$ cat src/rtl/uart_rx_multi.sv
// Parametrised UART receiver: frame decode with parity/stop checking, sticky error
// flags, a first-word-fall-through output FIFO and a running byte checksum.
module uart_rx_multi #(
    parameter int CLOCKS_PER_BIT = 3,
    parameter int DATA_BITS      = 8,
    parameter int PARITY         = 0,
    parameter int STOP_BITS      = 1,
    parameter int FIFO_DEPTH     = 4
) (
    input  logic                 clk,
    input  logic                 rst,
    input  logic                 i_serial,
    output logic [DATA_BITS-1:0] o_data,
    output logic                 o_valid,
    input  logic                 i_ready,
    input  logic                 i_clear,
    output logic                 o_frame_err,
    output logic                 o_parity_err,
    output logic                 o_overrun,
    output logic [31:0]          o_sum,
    output logic                 o_busy
);

    localparam int CNT_W  = $clog2(CLOCKS_PER_BIT);
    localparam int IDX_W  = $clog2(DATA_BITS);
    localparam int ADDR_W = $clog2(FIFO_DEPTH);
    localparam int PTR_W  = ADDR_W + 1;

    localparam logic [CNT_W-1:0] CNT_HALF   = CNT_W'(CLOCKS_PER_BIT / 2);
    localparam logic [CNT_W-1:0] CNT_LAST   = CNT_W'(CLOCKS_PER_BIT - 1);
    localparam logic [IDX_W-1:0] IDX_LAST   = IDX_W'(DATA_BITS - 1);
    localparam logic             STOP_LAST  = 1'(STOP_BITS - 1);
    localparam logic             ODD_PARITY = (PARITY == 2);
    localparam logic [PTR_W-1:0] PTR_FULL   = PTR_W'(FIFO_DEPTH);

    typedef enum logic [2:0] {
        S_IDLE,
        S_START,
        S_DATA,
        S_PARITY,
        S_STOP,
        S_WAIT_HIGH
    } state_t;

    state_t               state_q, state_d;
    logic                 sync1_q, sync2_q;
    logic [CNT_W-1:0]     cnt_q, cnt_d;
    logic [IDX_W-1:0]     idx_q, idx_d;
    logic [DATA_BITS-1:0] shift_q, shift_d;
    logic                 stop_idx_q, stop_idx_d;
    logic                 stop_err_q, stop_err_d;
    logic                 par_err_q, par_err_d;
    logic                 busy_q, busy_d;
    logic [PTR_W-1:0]     wr_q, wr_d, rd_q, rd_d;
    logic [DATA_BITS-1:0] mem_q [FIFO_DEPTH];
    logic                 frame_err_q, frame_err_d;
    logic                 parity_err_q, parity_err_d;
    logic                 overrun_q, overrun_d;
    logic [31:0]          sum_q, sum_d;

    logic line;
    logic frame_done;
    logic frame_bad_stop;
    logic frame_good;
    logic full;
    logic push;
    logic pop;

    assign line = sync2_q;

    always_comb begin
        state_d        = state_q;
        cnt_d          = cnt_q;
        idx_d          = idx_q;
        shift_d        = shift_q;
        stop_idx_d     = stop_idx_q;
        stop_err_d     = stop_err_q;
        par_err_d      = par_err_q;
        frame_done     = 1'b0;
        frame_bad_stop = 1'b0;

        case (state_q)
            S_IDLE: begin
                if (!line) begin
                    state_d    = S_START;
                    cnt_d      = '0;
                    idx_d      = '0;
                    stop_idx_d = 1'b0;
                    stop_err_d = 1'b0;
                    par_err_d  = 1'b0;
                end
            end
            S_START: begin
                if (cnt_q == CNT_HALF) begin
                    cnt_d   = '0;
                    idx_d   = '0;
                    state_d = line ? S_IDLE : S_DATA;
                end else begin
                    cnt_d = cnt_q + CNT_W'(1);
                end
            end
            S_DATA: begin
                if (cnt_q == CNT_LAST) begin
                    cnt_d   = '0;
                    // LSB arrives first, so after DATA_BITS right-shifts it sits at bit 0
                    shift_d = {line, shift_q[DATA_BITS-1:1]};
                    if (idx_q == IDX_LAST) begin
                        state_d = (PARITY != 0) ? S_PARITY : S_STOP;
                    end else begin
                        idx_d = idx_q + IDX_W'(1);
                    end
                end else begin
                    cnt_d = cnt_q + CNT_W'(1);
                end
            end
            S_PARITY: begin
                if (cnt_q == CNT_LAST) begin
                    cnt_d     = '0;
                    par_err_d = ((^shift_q) ^ line) != ODD_PARITY;
                    state_d   = S_STOP;
                end else begin
                    cnt_d = cnt_q + CNT_W'(1);
                end
            end
            S_STOP: begin
                if (cnt_q == CNT_LAST) begin
                    cnt_d = '0;
                    if (stop_idx_q == STOP_LAST) begin
                        frame_done     = 1'b1;
                        frame_bad_stop = stop_err_q | !line;
                        state_d        = line ? S_IDLE : S_WAIT_HIGH;
                    end else begin
                        stop_idx_d = 1'b1;
                        stop_err_d = stop_err_q | !line;
                    end
                end else begin
                    cnt_d = cnt_q + CNT_W'(1);
                end
            end
            S_WAIT_HIGH: begin
                if (line) begin
                    state_d = S_IDLE;
                end
            end
            default: state_d = S_IDLE;
        endcase
    end

    assign o_valid = (wr_q != rd_q);
    assign full    = ((wr_q - rd_q) == PTR_FULL);
    assign pop     = o_valid & i_ready;

    // A simultaneous pop frees the slot, so a full FIFO still accepts the push
    always_comb begin
        frame_good   = frame_done & !par_err_q & !frame_bad_stop;
        push         = frame_good & (!full | pop);
        wr_d         = push ? wr_q + PTR_W'(1) : wr_q;
        rd_d         = pop ? rd_q + PTR_W'(1) : rd_q;
        busy_d       = (state_d != S_IDLE);
        frame_err_d  = (i_clear ? 1'b0 : frame_err_q) | (frame_done & frame_bad_stop);
        parity_err_d = (i_clear ? 1'b0 : parity_err_q) | (frame_done & par_err_q);
        overrun_d    = (i_clear ? 1'b0 : overrun_q) | (frame_good & full & !pop);
        sum_d        = (i_clear ? 32'd0 : sum_q) + (push ? 32'(shift_q) : 32'd0);
    end

    always_ff @(posedge clk) begin
        if (rst) begin
            state_q      <= S_IDLE;
            sync1_q      <= 1'b1;
            sync2_q      <= 1'b1;
            cnt_q        <= '0;
            idx_q        <= '0;
            shift_q      <= '0;
            stop_idx_q   <= 1'b0;
            stop_err_q   <= 1'b0;
            par_err_q    <= 1'b0;
            busy_q       <= 1'b0;
            wr_q         <= '0;
            rd_q         <= '0;
            frame_err_q  <= 1'b0;
            parity_err_q <= 1'b0;
            overrun_q    <= 1'b0;
            sum_q        <= '0;
            for (int i = 0; i < FIFO_DEPTH; i++) begin
                mem_q[i] <= '0;
            end
        end else begin
            state_q      <= state_d;
            sync1_q      <= i_serial;
            sync2_q      <= sync1_q;
            cnt_q        <= cnt_d;
            idx_q        <= idx_d;
            shift_q      <= shift_d;
            stop_idx_q   <= stop_idx_d;
            stop_err_q   <= stop_err_d;
            par_err_q    <= par_err_d;
            busy_q       <= busy_d;
            wr_q         <= wr_d;
            rd_q         <= rd_d;
            frame_err_q  <= frame_err_d;
            parity_err_q <= parity_err_d;
            overrun_q    <= overrun_d;
            sum_q        <= sum_d;
            if (push) begin
                mem_q[wr_q[ADDR_W-1:0]] <= shift_q;
            end
        end
    end

    assign o_data       = mem_q[rd_q[ADDR_W-1:0]];
    assign o_frame_err  = frame_err_q;
    assign o_parity_err = parity_err_q;
    assign o_overrun    = overrun_q;
    assign o_sum        = sum_q;
    assign o_busy       = busy_q;

endmodule

$ cat config.mk
export PLATFORM = sky130hd
export DESIGN_NAME = uart_rx_multi
export DESIGN_NICKNAME = d
export VERILOG_FILES = /design/src/rtl/uart_rx_multi.sv
export SDC_FILE = /design/constraint.sdc
export NUM_CORES = 1
export LEC_CHECK = 0
export ABC_AREA = 0
export ABC_CLOCK_PERIOD_IN_PS = 4000
export CORE_ASPECT_RATIO = 0.7
export CORE_MARGIN = 5
export CORE_UTILIZATION = 40
export DETAILED_ROUTE_END_ITERATION = 10
export PLACE_DENSITY = 0.63
export SYNTH_ARGS = -nofsm -noshare
export SYNTH_HDL_FRONTEND = slang
export SYNTH_SLANG_ARGS = --single-unit
$ cat constraint.sdc
create_clock -name clk -period 4 [get_ports clk]
set_input_delay 0.8 -clock clk [delete_from_list [all_inputs] [get_ports clk]]
set_output_delay 0.8 -clock clk [all_outputs]
set_load 0.005 [all_outputs]
==> results of run 1 <==
-- worst max-delay path by stage --
stage | endpoint | startpoint | cells past startpoint | slack [ps]
floorplan | o_sum[24] | wr_q[0] | 16 | 610
global placement | o_sum[12] | i_ready | 13 | 270
detailed placement | o_sum[24] | i_ready | 13 | 210
CTS | o_sum[24] | wr_q[0] | 15 | 570
global route | o_sum[31] | wr_q[0] | 15 | 350
finish | o_sum[27] | wr_q[0] | 15 | 550
-- state kept, by name, indices dropped and copies added (netlist names), named ones only --
| signal | cells |
|---|---|
| cnt_q | 2 |
| idx_q | 3 |
| line | 1 |
| mem_q | 32 |
| o_busy | 1 |
| o_frame_err | 1 |
| o_overrun | 1 |
| o_parity_err | 1 |
| o_sum | 32 |
| par_err_q | 1 |
| rd_q | 3 |
| shift_q | 8 |
| state_q | 3 |
| stop_err_q | 1 |
| sync1_q | 1 |
| wr_q | 3 |
-- through the flow --
stage	setup slack (ps)	total power, W	utilization
2_1_floorplan	614	0.00109	-
3_3_place_gp	274	0.00112	0.469
3_5_place_dp	207	0.00112	0.469
4_1_cts	567	0.00199	0.494
5_1_grt	348	0.00205	0.494
6_report	545	0.00197	0.494
-- kinds of logic (layout without fill, tap and decap cells) --
| family | Yosys count | in the layout | synth area share |
|---|---|---|---|
| mux | 9 | 9 | 0.0388 |
| xor+xnor | 41 | 41 | 0.0732 |
| compound gates | 67 | 67 | 0.0870 |
| buf+inv | 28 | 77 | 0.0255 |
| simple gates | 236 | 236 | 0.279 |
| fa+ha+maj | 15 | 15 | 0.0398 |
| flops | 96 | 96 | 0.457 |
-- where the power goes --
part | switching (W) | total (W) | internal (W) | leakage [nW]
combinational | 0.0000411 | 0.0000680 | 0.0000270 | 1.02
clock | 0.000388 | 0.000878 | 0.000490 | 0.143
sequential | 0.00000821 | 0.00103 | 0.00102 | 0.847
total | 0.000437 | 0.00197 | 0.00154 | 2.01
-- layer usage --
metal / global-route usage / up-vias / part of all wire
li1: - / 1807 / -
met1: 0.222 / 1715 / 0.50
met2: 0.234 / 69 / 0.45
met3: 0.0440 / 9 / 0.045
met4: 0.0380 / 0 / 0.010
met5: 0 / - / 0
-- cells in the final DEF (no fill, tap or decap), types with 2 or more instances in the layout --
cell | netlist | final
nor3b_1 | 5 | 5
a31o_2 | 2 | 2
and4_1 | 2 | 2
nor3_1 | 10 | 10
nor4b_2 | 2 | 2
clkinvlp_4 | 0 | 2
or2_2 | 5 | 5
nor4_2 | 4 | 4
clkbuf_16 | 0 | 9
ha_1 | 14 | 14
a21o_1 | 3 | 3
nand4_1 | 3 | 3
a211oi_1 | 6 | 6
xnor2_1 | 33 | 33
nand2_1 | 30 | 30
clkdlybuf4s50_1 | 0 | 48
a21oi_1 | 31 | 31
inv_1 | 3 | 3
buf_4 | 0 | 8
nand3_1 | 21 | 21
xor2_1 | 8 | 8
dfxtp_1 | 64 | 64
mux4_2 | 8 | 8
nand2b_1 | 9 | 9
nand4b_1 | 2 | 2
edfxtp_1 | 32 | 32
a211oi_2 | 2 | 2
nor2b_1 | 28 | 28
o21ai_0 | 10 | 10
inv_6 | 0 | 3
nor2_2 | 2 | 2
and2_1 | 36 | 36
nor2_1 | 56 | 56
and3_1 | 10 | 10
nor4_4 | 3 | 3
-- worst max-delay path, cell delays in order (launching register included) --
cell and delay [ps]:
dfxtp_1 520, inv_1 150, ha_1 210, nor2b_1 130, and2_1 150, o211ai_1 280, buf_4 220, and3_1 170
ha_1 290, a21o_1 230, a31o_2 250, o211ai_2 150, buf_4 230, a211oi_1 120, xnor2_1 160, nor2_1 60
-- area by class of cell --
class	count	area [sq um]	area share
multi-input cells	368	2540	0.434
flip-flops and latches	96	2240	0.383
repair buffers	58	566	0.0966
clock buffers	9	225	0.0385
well taps	157	196	0.0335
clock inverters	7	76.3	0.0130
inverters	3	11.3	0.00192
==> results.yml, run 1 <==
routing:
  drt-initial-drc-count: 315
  firstDrtPassIters: 4
  finalWirelength_um: 11000
  drtAntennaViolNets: 0
  viasPerCell: 5.16
  wl_per_cell_um: 15.7
  vias: 3600
  drc: 0
min_path:
  whs_path_depth: 1
  holdPathEnd: "line"
  hp-class: "flip-flop to flip-flop"
  hp-start: "sync1_q"
synth:
  synth_warnings: 0
  async_flop_share: 0
  synth_edf_count: 32
  synth.avg_cell_area_sq_um: 9.97
  yosys-top-cells-count: "dfxtp_1 (64), nor2_1 (56), and2_1 (36), xnor2_1 (33), edfxtp_1 (32)"
  synth_top_area_cell: "dfxtp_1"
  synth_cell_types: 57
  yosysTopAreaCellShare: 0.261
  synth_area_sq_um: 4910
  syn_nets: 512
  synth-seq-cells: 96
  synthTopCellsByArea: "dfxtp_1 (26%), edfxtp_1 (20%), xnor2_1 (5.9%)"
  synthFlopType: "dfxtp_1"
  ys_seq_area_frac: 0.457
  synth_most_common_cell: "dfxtp_1"
  synthCells: 492
clocking:
  cts_buffers: 9
  clk_latency_ps: 350
  cts_resized: 0
  htreeDepth: 3
  clkSinkCount: 96
  root_buffer: "clkbuf_16"
  post-cts-setup-buffer-count: 0
  cts_hold_buf: 0
  clkTransAtPathRegs_ps: 60
  cts_buffer_depth: 2
  cts_tree: "built"
floorplan:
  initial_core_util: 0.414
  die_area_sq_um: 14600
  row_count: 33
  die-height_um: 103
  die_w_um: 142
  ioPinCount: 50
  core_area_sq_um: 11900
power:
  ir_drop_v: 0.000213
  power.density_nw_per_um2: 337
  p_leak_nw: 2.01
sta:
  fin_worst_skew_ps: 11.5
  finalHoldViolCount: 0
  slew_viol_final: 0
  hold_ws_ps: 416
  tns_ps: 0
  fin_crit_sh: 0.864
  setup_viol: 0
  rsz0062_at_grt: "false"
  fin_crit_ps: 3450
  tightest_slew_ps: 817
  fmax_mhz: 289
  timing.slew.headroom: 0.454
flow_run:
  max_cap_viol_count: 0
final_layout:
  drive_above_1_share: 0.113
  n_antenna_cell: 0
  final_nets: 556
  final_area_sq_um: 5860
  fill_cells: 1077
  stdcell_count: 698
  syn_to_final_growth_pct: 19.4
global_route:
  grt_usage: 0.155
  grt_pass1_wl_um: 17800
  grt_max_degree: 40
  antenna_found_initial: 0
  grt_pass1_vias: 3518
  gr-total-overflow: 0
setup_path:
  start_kind: "flip-flop"
  regToRegSetupSlack_ps: 550
  r2r-end: "o_sum[27]"
  end_kind: "flip-flop"
  critPathArrivalTime_ps: 3660
  crit_required_ps: 4200
  r2r_cells: 15
  critPathKind: "flip-flop to flip-flop"
  r2r-start: "wr_q[0]"
  crit_path_max_fanout: 13
outcome:
  status: "finished, final reports clean"
place:
  port_buffers: 49
  placedCellCount: 682
  gp_congestion: 0.829
  placed_area_sq_um: 5550
  hpwl_um: 7800
No activity file was read; power rests on OpenSTA's default activity.
==> run 2: changes to the inputs <==
Settings changed: CORE_UTILIZATION 40 to 26, DONT_BUFFER_PORTS set to 1, PLACE_DENSITY 0.63 to 0.42.
==> run 2 against run 1 <==
Compared with the run above: register-to-register slack got worse by 190 ps; core utilization down 20 points; highest routed layer unchanged; clock skew is 0.99 ps higher; clock power increased by 2.4%; critical path type unchanged; die area up 49%; count of clock-buffer cells in the layout is the same.
==> results.yml, run 2 (same netlist as run 1, synthesis figures left out) <==
routing:
  drt-initial-drc-count: 253
  wl_per_cell_um: 16.3
  drtAntennaViolNets: 0
  viasPerCell: 4.70
  finalWirelength_um: 11900
  drc: 0
  firstDrtPassIters: 5
  vias: 3447
setup_path:
  start_kind: "flip-flop"
  slowest_delay_ps: 540
  critPathArrivalTime_ps: 3940
  crit_path_frequent_cell: "ha_1"
  crit_buf_inv: 0
  crit_path_max_fanout: 10
  crit_required_ps: 4300
  path_cells: "ha_1 -> nor2b_1 -> nor3_1 -> o211ai_1 -> and3_1 -> ha_1 -> fa_1 -> a21o_1 -> a221oi_2 -> and2_1 -> nor2_2 -> a211oi_2 -> a31o_1"
  critPathKind: "flip-flop to flip-flop"
  end_kind: "flip-flop"
  cp_top_family: "compound AO/OA/AOI/OAI gates"
  worst_path_max_delay_cell: "dfxtp_1"
global_route:
  antenna_found_initial: 0
  grt_pass1_wl_um: 19300
  gr-total-overflow: 0
  grt_usage: 0.112
  grt_max_degree: 59
  grt_pass1_vias: 3365
place:
  hpwl_um: 8280
  port_buffers: 0
  gp_congestion: 0.771
power:
  ir_drop_v: 0.000179
  p_leak_nw: 1.85
  p_total_w: 0.00197
  power.density_nw_per_um2: 360
clocking:
  htreeDepth: 3
  root_buffer: "clkbuf_16"
  clkTransAtPathRegs_ps: 80
  cts_resized: 0
  cts_hold_buf: 0
  cts_tree: "built"
  cts_buffer_depth: 2
  cts_buffers: 9
  clkSinkCount: 96
  clk_latency_ps: 360
  post-cts-setup-buffer-count: 0
final_layout:
  syn_to_final_growth_pct: 11.6
  fill_cells: 1955
  drive_above_1_share: 0.122
  final_nets: 507
  final_common_cell: "dfxtp_1"
  n_antenna_cell: 0
  final_cell_mix: "dfxtp_1 (64), nor2_1 (56), and2_1 (36), xnor2_1 (33), edfxtp_1 (32)"
floorplan:
  die_area_sq_um: 21800
  initial_core_util: 0.262
  ioPinCount: 50
  row_count: 42
  die-height_um: 125
  core_area_sq_um: 18700
  die_w_um: 174
outcome:
  status: "finished, final reports clean"
sta:
  timing.slew.headroom: 0.348
  fin_crit_sh: 0.912
  rsz0062_at_grt: "false"
  fin_crit_ps: 3650
  tns_ps: 0
  fin_worst_skew_ps: 12.5
  finalHoldViolCount: 0
  tightest_slew_ps: 975
  fmax_mhz: 274
  setup_viol: 0
  slew_viol_final: 0
flow_run:
  max_cap_viol_count: 0
min_path:
  hp-class: "flip-flop to flip-flop"
-- run 2: changes by cell type in the layout (fill, tap and decap cells not counted), sizes merged --
cell,change
clkdlybuf4s50,-48
clkinvlp,-2
inv,+2
buf,-1
bufinv,-1
clkinv,+1
-- run 2: layout make-up --
cell class | count | area, sq um | share of cell area
Clock inverter | 7 | 86.3 | 0.0158
Clock buffer | 9 | 225 | 0.0411
Tap cell | 242 | 303 | 0.0553
Sequential cell | 96 | 2240 | 0.410
Inverter | 3 | 11.3 | 0.00206
Timing Repair Buffer | 9 | 67.6 | 0.0123
Multi-Input combinational cell | 368 | 2540 | 0.464
-- run 2: routing by layer --
layer  wire length, um  track usage  part of all wire
met5                 0            0                 0
met4               178       0.0312             0.015
met3               659       0.0397             0.055
met2              4950        0.155              0.41
met1              6150        0.163              0.51
-- run 2: worst reg2reg max path, cell delays in order (launching register included) --
cell and delay, ps:
dfxtp_1 540, ha_1 210, nor2b_1 50, nor3_1 140
o211ai_1 230, and3_1 240, ha_1 220, fa_1 410
a21o_1 220, a221oi_2 350, and2_1 530, nor2_2 110
a211oi_2 220, a31o_1 110
-- run 2: worst paths after layout --
path	slack, ps	endpoint	from	cells after the start
worst min register to register	420	line	sync1_q	1
worst max register to register	350	o_sum[24]	wr_q[1]	13
worst max-delay path	350	o_sum[24]	wr_q[1]	13
worst min-delay path	420	line	sync1_q	1
-- run 2: through the flow --
step / hold WS (ps) / cell area [sq um] / utilization / cells / setup slack (ps)
floorplan: 389 / 4910 / - / 492 / 614
global placement: 400 / 5160 / 0.276 / 718 / 335
detailed placement: 409 / 5160 / 0.276 / 718 / 316
CTS: 426 / 5470 / 0.293 / 734 / 350
global route: 443 / 5470 / 0.293 / 734 / 51.7
finish: 420 / 5470 / 0.293 / 734 / 353
-- run 2: power breakdown --
part           leakage [nW]  internal, W  switching (W)
sequential            0.847      0.00102     0.00000740
combinational         0.846    0.0000179      0.0000284
clock                 0.153     0.000453       0.000446
total                  1.85      0.00149       0.000482
==> run 3: changes to the inputs <==
Settings changed: CELL_PAD_IN_SITES_DETAIL_PLACEMENT set to 0, CELL_PAD_IN_SITES_GLOBAL_PLACEMENT set to 1, PLACE_DENSITY 0.42 to 0.5.
==> run 3 against run 2 <==
Compared with the run above: sequential power barely moved; sequential cell count did not move; count of clock-buffer cells in the layout did not move; non-clock buffer count rose by 1; sequential share of layout area fell by 0.084 points; maximum frequency rose by 3.8%; via count fell by 0.55%.
==> results.yml, run 3 (same netlist as run 1, synthesis figures left out) <==
sta:
  slew_viol_final: 0
  tightest_slew_ps: 731
  fin_worst_skew_ps: 12.4
  rsz0062_at_grt: "false"
  fmax_mhz: 284
  tns_ps: 0
  finalHoldViolCount: 0
  timing.slew.headroom: 0.511
  setup_viol: 0
  fin_crit_sh: 0.879
  fin_crit_ps: 3510
min_path:
  holdPathEnd: "line"
  whs_path_depth: 1
  hp-class: "flip-flop to flip-flop"
  hp-start: "sync1_q"
clocking:
  cts_hold_buf: 0
  clkTransAtPathRegs_ps: 80
  cts_buffers: 9
  root_buffer: "clkbuf_16"
  post-cts-setup-buffer-count: 0
  cts_buffer_depth: 2
  clkSinkCount: 96
  cts_tree: "built"
  htreeDepth: 3
  clk_latency_ps: 360
power:
  ir_drop_v: 0.000168
  p_total_w: 0.00198
  power.density_nw_per_um2: 360
  p_leak_nw: 1.85
place:
  gp_congestion: 0.756
  port_buffers: 0
  hpwl_um: 8530
  placedCellCount: 719
floorplan:
  die-height_um: 125
  initial_core_util: 0.262
  die_w_um: 174
  ioPinCount: 50
  core_area_sq_um: 18700
  die_area_sq_um: 21800
  row_count: 42
flow_run:
  max_cap_viol_count: 0
setup_path:
  start_kind: "flip-flop"
  r2r-end: "o_sum[24]"
  end_kind: "flip-flop"
  r2r-start: "wr_q[0]"
  crit_path_max_fanout: 10
  path_cells: "inv_1 -> ha_1 -> nor2b_1 -> nor3_1 -> o211ai_1 -> and3_1 -> ha_1 -> fa_1 -> a21o_1 -> a221oi_2 -> and2_2 -> nor2_2 -> a211oi_2 -> a31o_1"
  r2r_cells: 14
  crit_required_ps: 4300
  critPathArrivalTime_ps: 3810
  crit_path_frequent_cell: "ha_1"
  slowest_delay_ps: 510
  regToRegSetupSlack_ps: 490
  critPathKind: "flip-flop to flip-flop"
  worst_path_max_delay_cell: "dfxtp_1"
final_layout:
  drive_above_1_share: 0.126
  n_antenna_cell: 0
  syn_to_final_growth_pct: 11.8
  final_nets: 508
  final_common_cell: "dfxtp_1"
  final_cell_mix: "dfxtp_1 (64), nor2_1 (56), and2_1 (35), xnor2_1 (33), edfxtp_1 (32)"
  stdcell_count: 735
outcome:
  status: "finished, final reports clean"
routing:
  drtAntennaViolNets: 0
  finalWirelength_um: 12100
  vias: 3428
  wl_per_cell_um: 16.5
  drt-initial-drc-count: 174
  viasPerCell: 4.66
  drc: 0
  firstDrtPassIters: 4
global_route:
  grt_pass1_wl_um: 19500
  grt_max_degree: 59
  grt_usage: 0.114
  gr-total-overflow: 0
  antenna_found_initial: 0
  grt_pass1_vias: 3345
-- run 3: final cells by class --
type / count / area (sq um)
fillers: 1960 / 13200
multi-input cells: 368 / 2540
flip-flops and latches: 96 / 2240
well taps: 242 / 303
clock buffers: 9 / 225
clock inverters: 7 / 88.8
repair buffers: 10 / 75.1
inverters: 3 / 11.3
-- run 3: worst max-delay path: cells and delay by family, from the launching register on --
kind	cells	cell delay, ps
simple gates	5	940
buf+inv	1	150
compound gates	5	1030
fa+ha+maj	3	830
flops	1	510
-- run 3: per-stage QoR --
stage	area, sq um	util	setup WS [ps]	hold slack [ps]
4_1_cts	5480	0.293	275	416
2_1_floorplan	4910	-	614	389
5_1_grt	5490	0.293	178	438
3_3_place_gp	5170	0.276	372	399
3_5_place_dp	5170	0.276	297	396
6_report	5490	0.293	485	412
-- run 3: worst max path at each step --
stage                        from         to  slack [ps]
after floorplan           wr_q[0]  o_sum[24]         610
after global routing      wr_q[0]  o_sum[16]         180
after global placement    wr_q[0]  o_sum[14]         370
final                     wr_q[0]  o_sum[24]         490
after CTS                 wr_q[0]  o_sum[24]         280
after detailed placement  wr_q[0]  o_sum[24]         300
-- run 3: timing repair --
action | 4_1_cts | 5_1_grt
gates resized for setup | 0 | 1
setup endpoints to repair | 0 | 3
hold endpoints to repair | 0 | 0
-- run 3: report_power, final --
part / switching (W) / internal, W
sequential: 0.00000704 / 0.00102
combinational: 0.0000290 / 0.0000189
clock: 0.000450 / 0.000452
total: 0.000486 / 0.00149
-- run 3: routing by layer --
layer  vias up  wire length, um  GRT usage  part of all wire
met5         -                0          0                 0
met3        11              605     0.0355             0.050
met2        64             5150      0.160              0.42
met1      1638             6230      0.168              0.51
li1       1715                -          -                 -
met4         0              141     0.0298             0.012
